`src/rtl/rd_responder_if.sv`:
```
// Bus bundle for the rd/ws/ds read-strobe responder and its host write port.
// Carries the rpar parity line only when RD_RESP_PARITY_EN is defined.
interface rd_responder_if #(
   parameter int AW = 4,
   parameter int DW = 8
);
   logic          rd;
   logic          ds;
   logic [AW-1:0] addr;
   logic          ws;
   logic [DW-1:0] rdata;
   logic          rvalid;
   logic          err;
   logic          err_clr;
   logic          wr_en;
   logic [AW-1:0] waddr;
   logic [DW-1:0] wdata;
`ifdef RD_RESP_PARITY_EN
   logic          rpar;
`endif

`ifdef RD_RESP_PARITY_EN
   modport master (output rd, ds, addr, err_clr, wr_en, waddr, wdata,
                   input  ws, rdata, rvalid, err, rpar);
   modport slave  (input  rd, ds, addr, err_clr, wr_en, waddr, wdata,
                   output ws, rdata, rvalid, err, rpar);
`else
   modport master (output rd, ds, addr, err_clr, wr_en, waddr, wdata,
                   input  ws, rdata, rvalid, err);
   modport slave  (input  rd, ds, addr, err_clr, wr_en, waddr, wdata,
                   output ws, rdata, rvalid, err);
`endif
endinterface

```
`src/rtl/rd_responder.sv`:
```
// Target-side responder for the rd/ws/ds read-strobe protocol with a host-loaded register array.
// Optional read-data parity output enabled by defining RD_RESP_PARITY_EN.
module rd_responder #(
   parameter int AW          = 4,
   parameter int DW          = 8,
   parameter int WAIT_CYCLES = 2
) (
   input  logic       clk,
   input  logic       rst_n,
   rd_responder_if.slave bus
);
   localparam int         DEPTH    = 1 << AW;
   localparam bit         NO_WAIT  = (WAIT_CYCLES == 0);
   localparam logic [7:0] CNT_LOAD = 8'(WAIT_CYCLES - 1);

   typedef enum logic [1:0] {
      IDLE = 2'd0,
      BUSY = 2'd1,
      DATA = 2'd2
   } state_t;

   state_t        state_r;
   logic [7:0]    cnt_r;
   logic [AW-1:0] addr_r;
   logic          ws_r;
   logic [DW-1:0] rdata_r;
   logic          rvalid_r;
   logic          err_r;
   logic [DW-1:0] mem_r [DEPTH];

   logic [AW-1:0] rd_addr_s;
   logic [DW-1:0] rd_word_s;
   logic          err_set_s;

`ifdef RD_RESP_PARITY_EN
   logic          rpar_r;

   function automatic logic parity_of(input logic [DW-1:0] data);
      return ^data;
   endfunction
`endif

   // Host write port into the register array, active in every state.
   always_ff @(posedge clk or negedge rst_n) begin
      if (!rst_n) begin
         for (int i = 0; i < DEPTH; i++) begin
            mem_r[i] <= '0;
         end
      end else if (bus.wr_en) begin
         mem_r[bus.waddr] <= bus.wdata;
      end
   end

   // Capture address and word: zero-wait reads use the live address, others the latched one.
   always_comb begin
      rd_addr_s = addr_r;
      if (state_r == IDLE) begin
         rd_addr_s = bus.addr;
      end else begin
         rd_addr_s = addr_r;
      end
      rd_word_s = mem_r[rd_addr_s];
   end

   // Protocol violations: done strobe outside DATA, or rd dropped during wait states.
   always_comb begin
      err_set_s = 1'b0;
      if (bus.ds && (state_r != DATA)) begin
         err_set_s = 1'b1;
      end else if ((state_r == BUSY) && !bus.rd) begin
         err_set_s = 1'b1;
      end else begin
         err_set_s = 1'b0;
      end
   end

   // Access FSM with registered ws/rdata/rvalid and the sticky error flag.
   always_ff @(posedge clk or negedge rst_n) begin
      if (!rst_n) begin
         state_r  <= IDLE;
         cnt_r    <= 8'd0;
         addr_r   <= '0;
         ws_r     <= 1'b0;
         rdata_r  <= '0;
         rvalid_r <= 1'b0;
         err_r    <= 1'b0;
`ifdef RD_RESP_PARITY_EN
         rpar_r   <= 1'b0;
`endif
      end else begin
         case (state_r)
            IDLE: begin
               ws_r     <= 1'b0;
               rvalid_r <= 1'b0;
               if (bus.rd) begin
                  addr_r <= bus.addr;
                  if (NO_WAIT) begin
                     state_r  <= DATA;
                     rdata_r  <= rd_word_s;
                     rvalid_r <= 1'b1;
`ifdef RD_RESP_PARITY_EN
                     rpar_r   <= parity_of(rd_word_s);
`endif
                  end else begin
                     state_r <= BUSY;
                     ws_r    <= 1'b1;
                     cnt_r   <= CNT_LOAD;
                  end
               end
            end
            BUSY: begin
               if (!bus.rd) begin
                  state_r <= IDLE;
                  ws_r    <= 1'b0;
               end else if (cnt_r == 8'd0) begin
                  state_r  <= DATA;
                  ws_r     <= 1'b0;
                  rdata_r  <= rd_word_s;
                  rvalid_r <= 1'b1;
`ifdef RD_RESP_PARITY_EN
                  rpar_r   <= parity_of(rd_word_s);
`endif
               end else begin
                  cnt_r <= cnt_r - 8'd1;
               end
            end
            DATA: begin
               if (bus.ds) begin
                  state_r  <= IDLE;
                  rvalid_r <= 1'b0;
               end
            end
            default: begin
               state_r  <= IDLE;
               ws_r     <= 1'b0;
               rvalid_r <= 1'b0;
            end
         endcase

         // A fresh error outranks a simultaneous clear.
         if (err_set_s) begin
            err_r <= 1'b1;
         end else if (bus.err_clr) begin
            err_r <= 1'b0;
         end
      end
   end

   assign bus.ws     = ws_r;
   assign bus.rdata  = rdata_r;
   assign bus.rvalid = rvalid_r;
   assign bus.err    = err_r;
`ifdef RD_RESP_PARITY_EN
   assign bus.rpar   = rpar_r;
`endif

endmodule

```
`src/flat_wrapper.sv`:
```
// flat-port wrapper written by rule: the top's interface ports become plain ports
module rd_responder_flat 
#(
   parameter int AW          = 4,
   parameter int DW          = 8,
   parameter int WAIT_CYCLES = 2
)
  (clk, rst_n, bus_rd, bus_ds, bus_addr, bus_err_clr, bus_wr_en, bus_waddr, bus_wdata, bus_ws, bus_rdata, bus_rvalid, bus_err);
  rd_responder_if #(.AW(AW), .DW(DW)) bus_i ();
  input  logic clk;
  input  logic rst_n;
  input wire logic [$bits(bus_i.rd)-1:0] bus_rd;
  input wire logic [$bits(bus_i.ds)-1:0] bus_ds;
  input wire logic [$bits(bus_i.addr)-1:0] bus_addr;
  input wire logic [$bits(bus_i.err_clr)-1:0] bus_err_clr;
  input wire logic [$bits(bus_i.wr_en)-1:0] bus_wr_en;
  input wire logic [$bits(bus_i.waddr)-1:0] bus_waddr;
  input wire logic [$bits(bus_i.wdata)-1:0] bus_wdata;
  output wire logic [$bits(bus_i.ws)-1:0] bus_ws;
  output wire logic [$bits(bus_i.rdata)-1:0] bus_rdata;
  output wire logic [$bits(bus_i.rvalid)-1:0] bus_rvalid;
  output wire logic [$bits(bus_i.err)-1:0] bus_err;
  assign bus_i.rd = bus_rd;
  assign bus_i.ds = bus_ds;
  assign bus_i.addr = bus_addr;
  assign bus_i.err_clr = bus_err_clr;
  assign bus_i.wr_en = bus_wr_en;
  assign bus_i.waddr = bus_waddr;
  assign bus_i.wdata = bus_wdata;
  assign bus_ws = bus_i.ws;
  assign bus_rdata = bus_i.rdata;
  assign bus_rvalid = bus_i.rvalid;
  assign bus_err = bus_i.err;
  rd_responder #(.AW(AW), .DW(DW), .WAIT_CYCLES(WAIT_CYCLES)) u_core (.clk(clk), .rst_n(rst_n), .bus(bus_i));
endmodule
```
`config.mk`:
```
export PLATFORM = sky130hd
export DESIGN_NAME = rd_responder_flat
export DESIGN_NICKNAME = d
export VERILOG_FILES = /design/src/rtl/rd_responder_if.sv /design/src/rtl/rd_responder.sv /design/src/flat_wrapper.sv
export SDC_FILE = /design/constraint.sdc
export NUM_CORES = 1
export LEC_CHECK = 0
export ABC_CLOCK_PERIOD_IN_PS = 2100
export CAP_MARGIN = 10
export CORE_ASPECT_RATIO = 1.75
export CORE_MARGIN = 1.5
export CORE_UTILIZATION = 45
export CTS_CLUSTER_DIAMETER = 40
export DETAILED_ROUTE_END_ITERATION = 10
export SYNTH_ARGS = -nofsm -noshare
export SYNTH_HDL_FRONTEND = slang
export SYNTH_SLANG_ARGS = --single-unit
```
`constraint.sdc`:
```
create_clock -name clk -period 2.1 [get_ports clk]
set_input_delay 0.315 -clock clk [delete_from_list [all_inputs] [get_ports clk]]
set_output_delay 0.315 -clock clk [all_outputs]
set_load 0.02 [all_outputs]
```
==> results of run 1 <==
[cell type report]
class                           instances  area [sq um]  area share, %
Sequential cell                       153          3830           41.7
Multi-Input combinational cell        395          3350           36.5
Tap cell                              189           236           2.57
Clock buffer                           17           425           4.63
Inverter                                7          26.3          0.286
Clock inverter                         15           201           2.19
Timing Repair Buffer                  123          1110           12.1
[registers in the layout, indices dropped and copies added, names as in the netlist]
register           cells
u_core.bus.err         1
u_core.bus.rdata       8
u_core.bus.rvalid      1
u_core.mem_r         128
u_core.addr_r          4
u_core.cnt_r           8
u_core.bus.ws          1
u_core.state_r         2
[worst min path at each step]
stage                  endpoint  cells past startpoint
2_1_floorplan  u_core.addr_r[0]                      0
3_3_place_gp    u_core.cnt_r[6]                      1
3_5_place_dp    u_core.cnt_r[6]                      1
4_1_cts         u_core.cnt_r[6]                      2
5_1_grt        u_core.mem_r[39]                      2
6_report        u_core.cnt_r[6]                      2
[critical path, cell delays in order, from the launching register on]
cell and delay, ns:
dfrtp_2 0.44, or3_4 0.40, o21ai_4 0.19, buf_6 0.19, buf_4 0.12, o32ai_2 0.08
a311oi_1 0.41, a2111oi_2 0.09, a21oi_1 0.17
[synthesized netlist by cell type, types with 2 or more instances]
cell       count  area share, %
clkbuf_1      21            1.1
nor3_1         4           0.27
a2111oi_0      4           0.48
nand3b_1       6           0.62
nor3b_1        4           0.41
nand2b_1       8           0.69
ha_1           2           0.34
mux2i_1       12            1.6
or4b_2         2           0.27
buf_4          3           0.31
xor2_1         4           0.48
a311oi_1       7           0.84
nand3_1       14           0.96
nor4_2         2           0.34
o22ai_1        3           0.26
a31oi_1        8           0.69
o21ai_0       16            1.1
buf_6          4           0.62
o21a_1         3           0.31
or3_1          3           0.26
a21oi_1       17            1.2
mux2_2       135             21
inv_1          7           0.36
o211ai_1       2           0.21
a22oi_1        6           0.62
and3_1         5           0.43
nor2_1        35            1.8
o32ai_1        6           0.72
nor4_1         2           0.17
nand2_1       47            2.4
dfrtp_1      153             53
a221oi_1       2           0.24
nand4_1        2           0.17
nor3_2         5           0.69
mux4_2         8            2.5
buf_2          7           0.48
[cells in the final DEF (no fill, tap or decap), types with 9 or more instances in the layout]
master | netlist | layout
clkdlybuf4s50_1 | 0 | 31
buf_4 | 3 | 79
mux2_2 | 135 | 135
nand2_1 | 47 | 47
clkbuf_16 | 0 | 18
mux4_2 | 8 | 9
nand3_1 | 14 | 14
a21oi_1 | 17 | 16
nor2_1 | 35 | 35
o21ai_0 | 16 | 9
dfrtp_1 | 153 | 151
mux2i_1 | 12 | 11
[routing by layer]
metal / vias to the layer above / global-route usage, %
met5: - / 0
met2: 173 / 42.4
li1: 2365 / -
met3: 53 / 4.19
met1: 2726 / 27.4
met4: 0 / 14.0
[timing repair]
item                       in CTS  in global routing
cloned                          0                  1
resized for setup              18                 18
buffers inserted                1                  2
hold buffers                    1                  0
hold endpoints to repair       47                  0
pin swaps                       5                 10
setup endpoints to repair       8                  8
[power groups by stage]
| stage | logic [W] | clock network [W] | registers, W |
|---|---|---|---|
| 2_1_floorplan | 0.00217 | 0 | 0.00420 |
| 3_3_place_gp | 0.00349 | 0 | 0.00424 |
| 3_5_place_dp | 0.00358 | 0 | 0.00428 |
| 4_1_cts | 0.00370 | 0.00326 | 0.00423 |
| 5_1_grt | 0.00417 | 0.00337 | 0.00433 |
| 6_report | 0.00386 | 0.00321 | 0.00425 |
[stage by stage]
stage / utilization, % / setup slack [ns] / hold WS [ns] / total power, W / instances
global route: 57.9 / -0.113 / 0.446 / 0.0119 / 899
CTS: 57.3 / -0.0196 / 0.412 / 0.0112 / 896
global placement: 52.9 / -0.335 / 0.294 / 0.00773 / 862
floorplan: - / 0.101 / 0.0194 / 0.00637 / 590
finish: 57.9 / -0.0655 / 0.406 / 0.0113 / 899
detailed placement: 52.9 / -0.373 / 0.303 / 0.00786 / 862
[kinds of logic after synthesis]
logic type | count (synthesis) | share of synthesized area [%]
multiplexers | 157 | 25.5
flip-flops | 153 | 52.5
AND/OR/NAND/NOR | 146 | 10.2
AO/OA/AOI/OAI | 85 | 7.98
buffers and inverters | 42 | 2.85
XOR/XNOR | 5 | 0.601
adder cells (fa/ha/maj) | 2 | 0.343
==> metrics.cfg, run 1 <==
[detailed_routing]
ant_nets = 0
via_per_inst = 5.91
wl_per_cell_microns = 21.7
dr_wl_met3_microns = 814
dr.pass1.iters = 5
vias = 5317
wl_met1_microns = 7620
drt_wl_total_microns = 19500
drt_iter0_markers = 334
dr_wl_met2_microns = 10200
routed.top_layer = met4
route.detailed.drc = 0

[yosys]
seq_area_frac_synth_pct = 52.5
syn_avg_cell_area_sq_um = 12.4
netlist_area_sq_um = 7290
synth_seq_cells = 153
ys_async_sr_fraction_pct = 100
synth_edf_count = 0
syn_inst = 590
synthFlopType = dfrtp_1
synth.yosys.warnings = 0
ys_types = 57
syn-num-nets = 614

[power_and_ir_drop]
power_frac_comb_pct = 34.1
switching_share_pct = 33.5
power.clock.fraction_pct = 28.4
leakage_nw = 3.97
p_per_area_nw_per_um2 = 1230
power.switching_w = 0.00380
power_frac_seq_pct = 37.5
ir_worst_vdd_mv = 0.578
internal_power_w = 0.00752

[global_routing]
grt_pass1_wl_microns = 30900
grt_max_degree = 52
antenna_found_initial = 0
first_global_vias = 5694
grt_util_all_layers_pct = 24.1
grt_overflow_total = 0

[sta]
fmax_mhz = 462
period_minus_slack_ns = 2.17
relSlewSlack_pct = 55.9
finalHoldViolCount = 0
finalSetupViolCount = 3
worst_slack_ns = -0.0655
period_share_pct = 103
finalMaxSlewViolations = 0
rsz0062_at_grt = yes
worst_pin_slew_ns = 0.659
tns_ns = -0.115
skew_ns = 0.0141

[flow_run]
max_cap_violations = 0

[placement]
placed_area_sq_um = 8390
place_hpwl_microns = 13800
io_buffer_count = 32
place_congestion = 0.853

[outcome]
violations = negative setup slack
status = finished with violations

[die]
start_util_pct = 45.9
die-area_sq_um = 17000
io_pins = 33
fp.dieW_microns = 99.2
std_cell_rows = 61
dieHeight_microns = 171
design.core.area_sq_um = 15900

[finish]
nNetsFinal = 721
fillers = 1314
antenna_cells = 0
finalInstanceArea_sq_um = 9190
layout-drive-gt1-share_pct = 42.8
syn_to_final_growth_pct = 26.0

[clock_tree]
cts_made_buffers = 17
cts_sinks = 153
cts_tree = done
clk_latency_ns = 0.42
path_clk_slew_ns = 0.07
cts_buffer_depth = 2
htreeDepth = 4
clockRootBuffer = clkbuf_16

[worst_setup_path]
r2r_end = u_core.bus.rdata[3]
end_kind = flip-flop
worstPathRequired_ns = 2.44
reg2regPathDepth = 8
r2r_start = u_core.state_r[0]
path_class = flip-flop to flip-flop
rrSetupSlack_ns = -0.07
critPathLaunch = u_core.state_r[0]
crit_path_start_kind = flip-flop
cp_max_fo = 6
cp_data_arrival_time_ns = 2.50
setup.worst_path.end = u_core.bus.rdata[3]

[min_path]
hold_path.class = input pin to asynchronous set/reset pin

Note: power is estimated with default switching activity, not from simulation.
==> run 2, diff against run 1 <==
Settings changed: CELL_PAD_IN_SITES_DETAIL_PLACEMENT from default to 2, CELL_PAD_IN_SITES_GLOBAL_PLACEMENT from default to 2, CORE_UTILIZATION 45 to 40, DONT_BUFFER_PORTS from default to 1, PLACE_DENSITY_LB_ADDON from default to 0.1.
==> metrics.cfg, run 2 (synthesis results as in run 1) <==
[clock_tree]
htreeDepth = 4  ; unchanged
clockRootBuffer = clkbuf_16
cts_buffer_depth = 2  ; unchanged
cts_tree = done
path_clk_slew_ns = 0.07  ; about the same
clk_latency_ns = 0.44  ; +0.02 ns
cts_made_buffers = 17  ; unchanged
cts_sinks = 153  ; unchanged

[power_and_ir_drop]
power_w = 0.0117  ; +3.2%
leakage_nw = 3.80  ; -4.3%
p_per_area_nw_per_um2 = 1300  ; +5.5%
ir_worst_vdd_mv = 0.737  ; +27%

[finish]
layout_commonest_cell = dfrtp_1
final_cell_mix = 151 x dfrtp_1, 135 x mux2_2, 58 x buf_4, 47 x nand2_1, 35 x nor2_1
syn_to_final_growth_pct = 23.3
layout-drive-gt1-share_pct = 46.1  ; +3.2 points
largest_register_ffs = 128  ; unchanged
largest_register = u_core.mem_r
finalNonFillerCells = 894  ; -0.56%
final_util_pct = 50.0  ; -7.9 points
antenna_cells = 0  ; unchanged
nNetsFinal = 671  ; -6.9%

[flow_run]
max_cap_violations = 0  ; unchanged

[worst_setup_path]
crit_path_start_kind = flip-flop
r2r_start = u_core.state_r[0]
setup.worst_path.end = u_core.bus.rdata[1]
rrSetupSlack_ns = -0.17  ; -0.11 ns
cp_max_fo = 6  ; unchanged
r2r_end = u_core.bus.rdata[1]
cp_data_arrival_time_ns = 2.58  ; +0.08 ns
reg2regPathDepth = 8  ; unchanged
end_kind = flip-flop
path_class = flip-flop to flip-flop
critPathLaunch = u_core.state_r[0]
worstPathRequired_ns = 2.41  ; -0.03 ns

[die]
design.core.area_sq_um = 18000  ; +13%
start_util_pct = 40.6  ; -5.4 points
io_pins = 33  ; unchanged
die-area_sq_um = 19100  ; +12%
dieHeight_microns = 182  ; +6.0%
std_cell_rows = 65  ; +6.6%
fp.dieW_microns = 105  ; +5.9%

[detailed_routing]
vias = 5139  ; -3.3%
drt_iter0_markers = 193  ; -42%
dr.pass1.iters = 4  ; -1
ant_nets = 0  ; unchanged
wl_per_cell_microns = 27.0  ; +25%
via_per_inst = 5.75  ; -2.8%
route.detailed.drc = 0  ; unchanged
drt_wl_total_microns = 24100  ; +24%

[global_routing]
grt_overflow_total = 0  ; unchanged
antenna_found_initial = 0  ; unchanged
first_global_vias = 6043  ; +6.1%
grt_pass1_wl_microns = 36500  ; +18%
grt_max_degree = 154  ; +200%
grt_util_all_layers_pct = 26.2  ; +2.1 points

[placement]
io_buffer_count = 0  ; -100%
place_hpwl_microns = 16200  ; +17%
place_ws_ns = -0.392  ; -0.0188 ns
place_congestion = 0.869  ; +1.9%
dpl.cell_count = 854  ; -0.93%

[sta]
period_minus_slack_ns = 2.27  ; +0.105 ns
worst_slack_ns = -0.171  ; -0.105 ns
finalMaxSlewViolations = 0  ; unchanged
rsz0062_at_grt = yes
relSlewSlack_pct = 59.9  ; +4.0 points
tns_ns = -0.743  ; -0.628 ns
period_share_pct = 108  ; +5.0 points
fmax_mhz = 440  ; -4.6%
finalHoldViolCount = 153  ; +153
worst_pin_slew_ns = 0.601  ; -0.0577 ns
skew_ns = 0.0170  ; +0.00287 ns
timing.hold.ws_ns = -0.432  ; -0.839 ns
finalSetupViolCount = 8  ; +5

[min_path]
hold_path.class = input pin to asynchronous set/reset pin

[outcome]
status = finished with violations
violations = negative hold slack, negative setup slack

[run 2: changes by cell type in the layout (fill, tap and decap cells not counted), moves of 4 or more]
cell,delta
a311oi_2,+6
a311oi_1,-6
clkdlybuf4s50_1,-31
inv_8,-4
o32ai_1,-5
buf_4,-21
a21oi_1,-4
a21oi_2,+4
[run 2: through the flow]
stage	cell area (sq um)	hold slack (ns)
after global routing	8990	-0.453
final	8990	-0.432
after floorplan	7290	0.0194
after CTS	8730	-0.450
after detailed placement	7920	0.0243
after global placement	7920	0.0237
[run 2: area by class of cell]
| class | instances | area [sq um] |
|---|---|---|
| clock buffers | 17 | 425 |
| clock inverters | 15 | 189 |
| fillers | 1741 | 8980 |
| inverters | 7 | 26.3 |
| multi-input cells | 395 | 3550 |
| flip-flops and latches | 153 | 3830 |
| well taps | 234 | 293 |
| repair buffers | 73 | 671 |
[run 2: worst min-delay path by stage]
stage	start	end	slack, ns	cells past startpoint
after floorplan	rst_n	u_core.addr_r[0]	0.02	0
after global placement	rst_n	u_core.cnt_r[6]	0.02	0
after detailed placement	rst_n	u_core.cnt_r[6]	0.02	0
after CTS	rst_n	u_core.addr_r[1]	-0.45	0
after global routing	rst_n	u_core.cnt_r[1]	-0.45	0
final	rst_n	u_core.addr_r[1]	-0.43	0
[run 2: layer usage]
metal | wire [microns] | GRT usage, % | share of wire, %
met3 | 756 | 5.20 | 3.1
met5 | 0 | 0 | 0
met4 | 1080 | 13.8 | 4.5
met1 | 8950 | 27.8 | 37
met2 | 13400 | 48.2 | 55
[run 2: what timing repair did]
item                                   CTS  global route
gates cloned                             1             2
endpoints found under the hold margin  153           153
buffers inserted                         1             6
setup endpoints to repair                8             8
resized for setup                       40            35
pin swaps                                8            12
[run 2: worst max-delay path, stage by stage (launching register included)]
cell,delay (ns)
dfrtp_2,0.45
or3_4,0.41
o21ai_4,0.15
buf_12,0.19
mux2i_1,0.20
o21ai_0,0.18
a2111oi_4,0.34
buf_4,0.17
a21oi_2,0.05
[run 2: power breakdown]
part           internal, W  switching, W  leakage [nW]  total (W)
Combinational      0.00203       0.00196          1.63    0.00399
Clock              0.00189       0.00132         0.294    0.00322
Sequential         0.00372      0.000760          1.87    0.00448
Total              0.00764       0.00404          3.80     0.0117
==> run 3, diff against run 2 <==
Settings changed: CELL_PAD_IN_SITES_DETAIL_PLACEMENT 2 to 1, CELL_PAD_IN_SITES_GLOBAL_PLACEMENT 2 to 1, CORE_UTILIZATION 40 to 45.
==> metrics.cfg, run 3 (synthesis results as in run 1) <==
[outcome]
status = finished with violations
violations = negative hold slack, negative setup slack

[placement]
place_congestion = 0.804  ; -7.5%
io_buffer_count = 0  ; unchanged
dpl.cell_count = 811  ; -5.0%
place_hpwl_microns = 14200  ; -12%

[clock_tree]
path_clk_slew_ns = 0.07  ; about the same
cts_sinks = 153  ; unchanged
cts_tree = done
clk_latency_ns = 0.42  ; -0.02 ns
cts_buffer_depth = 2  ; unchanged
cts_made_buffers = 17  ; unchanged
htreeDepth = 4  ; unchanged
clockRootBuffer = clkbuf_16

[sta]
finalMaxSlewViolations = 0  ; unchanged
period_minus_slack_ns = 2.20  ; -0.0672 ns
period_share_pct = 105  ; -3.2 points
skew_ns = 0.00709  ; -0.00991 ns
worst_pin_slew_ns = 0.547  ; -0.0539 ns
relSlewSlack_pct = 63.5  ; +3.6 points
timing.hold.ws_ns = -0.417  ; +0.0153 ns
fmax_mhz = 454  ; +3.1%
rsz0062_at_grt = yes
finalSetupViolCount = 7  ; -1
worst_slack_ns = -0.103  ; +0.0672 ns
tns_ns = -0.501  ; +0.242 ns
finalHoldViolCount = 153  ; unchanged

[finish]
final_cell_mix = 151 x dfrtp_1, 135 x mux2_2, 65 x buf_4, 46 x nand2_1, 35 x nor2_1
nNetsFinal = 680  ; +1.3%
layout-drive-gt1-share_pct = 44.5  ; -1.6 points
largest_register = u_core.mem_r
antenna_cells = 0  ; unchanged
finalNonFillerCells = 857  ; -4.1%
syn_to_final_growth_pct = 21.7
layout_commonest_cell = dfrtp_1
largest_register_ffs = 128  ; unchanged

[global_routing]
grt_overflow_total = 0  ; unchanged
grt_pass1_wl_microns = 32900  ; -10%
grt_util_all_layers_pct = 26.2  ; -0.041 points
grt_max_degree = 154  ; unchanged
first_global_vias = 5794  ; -4.1%
antenna_found_initial = 0  ; unchanged

[die]
start_util_pct = 45.9  ; +5.4 points
design.core.area_sq_um = 15900  ; -12%
fp.dieW_microns = 99.2  ; -5.6%
die-area_sq_um = 17000  ; -11%
dieHeight_microns = 171  ; -5.6%
io_pins = 33  ; unchanged
std_cell_rows = 61  ; -6.2%

[power_and_ir_drop]
p_per_area_nw_per_um2 = 1270  ; -2.2%
internal_power_w = 0.00746  ; -2.5%
power_w = 0.0113  ; -3.5%
switching_share_pct = 33.9  ; -0.68 points
power.switching_w = 0.00382  ; -5.3%
power_frac_comb_pct = 34.2  ; about the same
ir_worst_vdd_mv = 0.560  ; -24%
leakage_nw = 3.83  ; +0.77%
power_frac_seq_pct = 38.8  ; +0.5 points
power.clock.fraction_pct = 26.9  ; -0.6 points

[detailed_routing]
vias = 5117  ; -0.43%
route.detailed.drc = 0  ; unchanged
via_per_inst = 5.97  ; +3.9%
dr.pass1.iters = 5  ; +1
drt_iter0_markers = 237  ; +23%
ant_nets = 0  ; unchanged
wl_per_cell_microns = 24.5  ; -9.1%
drt_wl_total_microns = 21000  ; -13%

[worst_setup_path]
cp_max_fo = 5  ; -1
path_class = flip-flop to flip-flop
rrSetupSlack_ns = -0.10  ; +0.07 ns
end_kind = flip-flop
cp_data_arrival_time_ns = 2.50  ; -0.08 ns
worstPathRequired_ns = 2.40  ; about the same
crit_path_start_kind = flip-flop

[min_path]
hold_path.class = input pin to asynchronous set/reset pin

[flow_run]
max_cap_violations = 0  ; unchanged

-- run 3: metrics by stage --
stage | utilization [%] | cell area, sq um | worst slack (ns) | hold WS [ns]
detailed placement | 49.7 | 7890 | -0.211 | 0.0238
global placement | 49.7 | 7890 | -0.191 | 0.0253
finish | 55.9 | 8870 | -0.103 | -0.417
CTS | 55.3 | 8780 | -0.0819 | -0.437
floorplan | - | 7290 | 0.101 | 0.0194
global route | 55.9 | 8870 | -0.173 | -0.443
-- run 3: final timing paths --
kind,from,endpoint,depth (start not counted)
worst min-delay path,rst_n,u_core.mem_r[17],0
worst max register to register,u_core.state_r[0],u_core.bus.rdata[2],7
max in group asynchronous,rst_n,u_core.state_r[1],0
worst max-delay path,u_core.state_r[0],u_core.bus.rdata[2],7
worst min register to register,u_core.mem_r[108],u_core.mem_r[108],1
min in group clk,bus_wdata[0],u_core.mem_r[0],1
-- run 3: power groups by stage --
stage / clock network [W] / registers (W) / logic (W)
after floorplan: 0 / 0.00420 / 0.00217
after global placement: 0 / 0.00436 / 0.00310
after detailed placement: 0 / 0.00440 / 0.00322
after CTS: 0.00311 / 0.00436 / 0.00370
after global routing: 0.00320 / 0.00446 / 0.00415
final: 0.00304 / 0.00438 / 0.00386
-- run 3: critical path, stage by stage (launching register included) --
cell     delay (ns)
dfrtp_2        0.44
or3_4          0.40
o21ai_4        0.15
buf_12         0.17
buf_12         0.10
mux4_2         0.48
a22oi_1        0.24
a21oi_1        0.10
-- run 3: area by class of cell --
cell class                      count  area, sq um
Clock buffer                       17          425
Timing Repair Buffer               82          769
Clock inverter                     14          154
Multi-Input combinational cell    395         3430
Inverter                            7         26.3
Sequential cell                   153         3830
Fill cell                        1599         7000
Tap cell                          189          236
-- run 3: routing by layer --
metal	part of all wire, %	GRT usage (%)	wire length, microns
met1	39	28.8	8150
met2	55	48.4	11600
met3	3.3	5.49	702
met4	2.8	11.0	594
met5	0	0	0
-- run 3: what timing repair did --
action                                 in CTS  in global routing
pin swaps                                  16                  7
buffers inserted                           13                  2
resized for setup                          40                 17
cloned                                      1                  0
endpoints found under the hold margin     153                153
setup endpoints to repair                   8                  8
==> RTL change, RTL diff (settings of run 2) <==
`AW` is set to 4 in 3 places; all go to 5.
--- a/src/rtl/rd_responder_if.sv
+++ b/src/rtl/rd_responder_if.sv
@@ -2,5 +2,5 @@
 // Carries the rpar parity line only when RD_RESP_PARITY_EN is defined.
 interface rd_responder_if #(
-   parameter int AW = 4,
+   parameter int AW = 5,
    parameter int DW = 8
 );
--- a/src/rtl/rd_responder.sv
+++ b/src/rtl/rd_responder.sv
@@ -2,5 +2,5 @@
 // Optional read-data parity output enabled by defining RD_RESP_PARITY_EN.
 module rd_responder #(
-   parameter int AW          = 4,
+   parameter int AW          = 5,
    parameter int DW          = 8,
    parameter int WAIT_CYCLES = 2
--- a/src/flat_wrapper.sv
+++ b/src/flat_wrapper.sv
@@ -2,5 +2,5 @@
 module rd_responder_flat 
 #(
-   parameter int AW          = 4,
+   parameter int AW          = 5,
    parameter int DW          = 8,
    parameter int WAIT_CYCLES = 2
Ports: changed (resized bus_addr and bus_waddr); port bits go from 33 to 35. The function was not compared with the original's and may differ.
==> RTL change against run 2 <==
The flow still finishes with violations (hold timing, setup timing); worst hold slack got worse by 0.086 ns; final cell count up 86%; critical path depth did not move; clock power up 89%; area after synthesis grew 86%; sequential cell count is 129 higher; power increased by 79%; wire length increased by 96%; worst setup slack hardly changed; synthesized cell count is 81% higher; sequential share of layout area shrank 0.75 points; design area is 88% higher; critical path type unchanged; largest power group unchanged.
==> RTL change: results (changes against run 2) <==
metric;value;unit;change
register_area;7060;sq um;+84%
pre_cts_slack;-0.337;ns;+0.0553 ns
p_comb;7.18;mW;+80%
synthesis.nets;1091;;+78%
met1_length;16500;um;+84%
wl_met3;1400;um;+85%
numCtsBuffers;37;;+20
setup_ws;-0.171;ns;-0.0000810 ns
htree_levels;2;;-2
clockBufferDepth;3;;+1
drt-initial-drc-count;357;;+85%
fin_worst_skew;0.0131;ns;-0.00386 ns
grt_pass1_vias;10900;;+81%
tightestPinTransition;0.895;ns;+0.294 ns
p_int;13.7;mW;+79%
fillers;3180;;+83%
routabilityCongestion;0.851;;-2.0%
vias;9523;;+85%
hold_viol;282;;+84%
clk_latency;0.53;ns;+0.09 ns
post-cts-setup-buffers;2;;+1
whs;-0.518;ns;-0.0856 ns
largest_register_ffs;256;;+100%
setup_viol_count_final;8;;unchanged
violations;hold timing, setup timing;;
track_usage;27.5;%;+1.3 points
grt_pass1_wl;70000;um;+92%
outcome;complete, but fails checks;;
r2r-end;u_core.bus.rdata[2]$_DFFE_PN0P_;;
grt_start_max_net_pins;283;;+84%
nets;1211;;+80%
dr_wl_met2;27100;um;+100%
critPathArrivalTime;2.72;ns;+0.14 ns
-- RTL change: final cells by class --
| cell class | instances | share of cell area (%) |
|---|---|---|
| clock inverter | 20 | 0.972 |
| inverter | 6 | 0.134 |
| timing repair buffer | 151 | 9.40 |
| tap | 455 | 3.38 |
| multi-input combinational | 707 | 38.2 |
| clock buffer | 44 | 6.00 |
| sequential | 282 | 41.9 |
-- RTL change: metal layers --
layer | up-vias | global-route usage [%]
met3 | 94 | 4.14
li1 | 4194 | -
met5 | - | 0
met1 | 5083 | 27.6
met2 | 152 | 54.2
met4 | 0 | 12.8
-- RTL change: cells by family (layout without fill, tap and decap cells) --
group | count (synthesis) | in the layout | synth area share [%]
compound gates | 173 | 173 | 8.79
xor+xnor | 5 | 5 | 0.323
flops | 282 | 282 | 52.1
buf+inv | 76 | 221 | 2.66
simple gates | 179 | 179 | 7.06
fa+ha+maj | 2 | 2 | 0.185
mux | 348 | 348 | 28.9
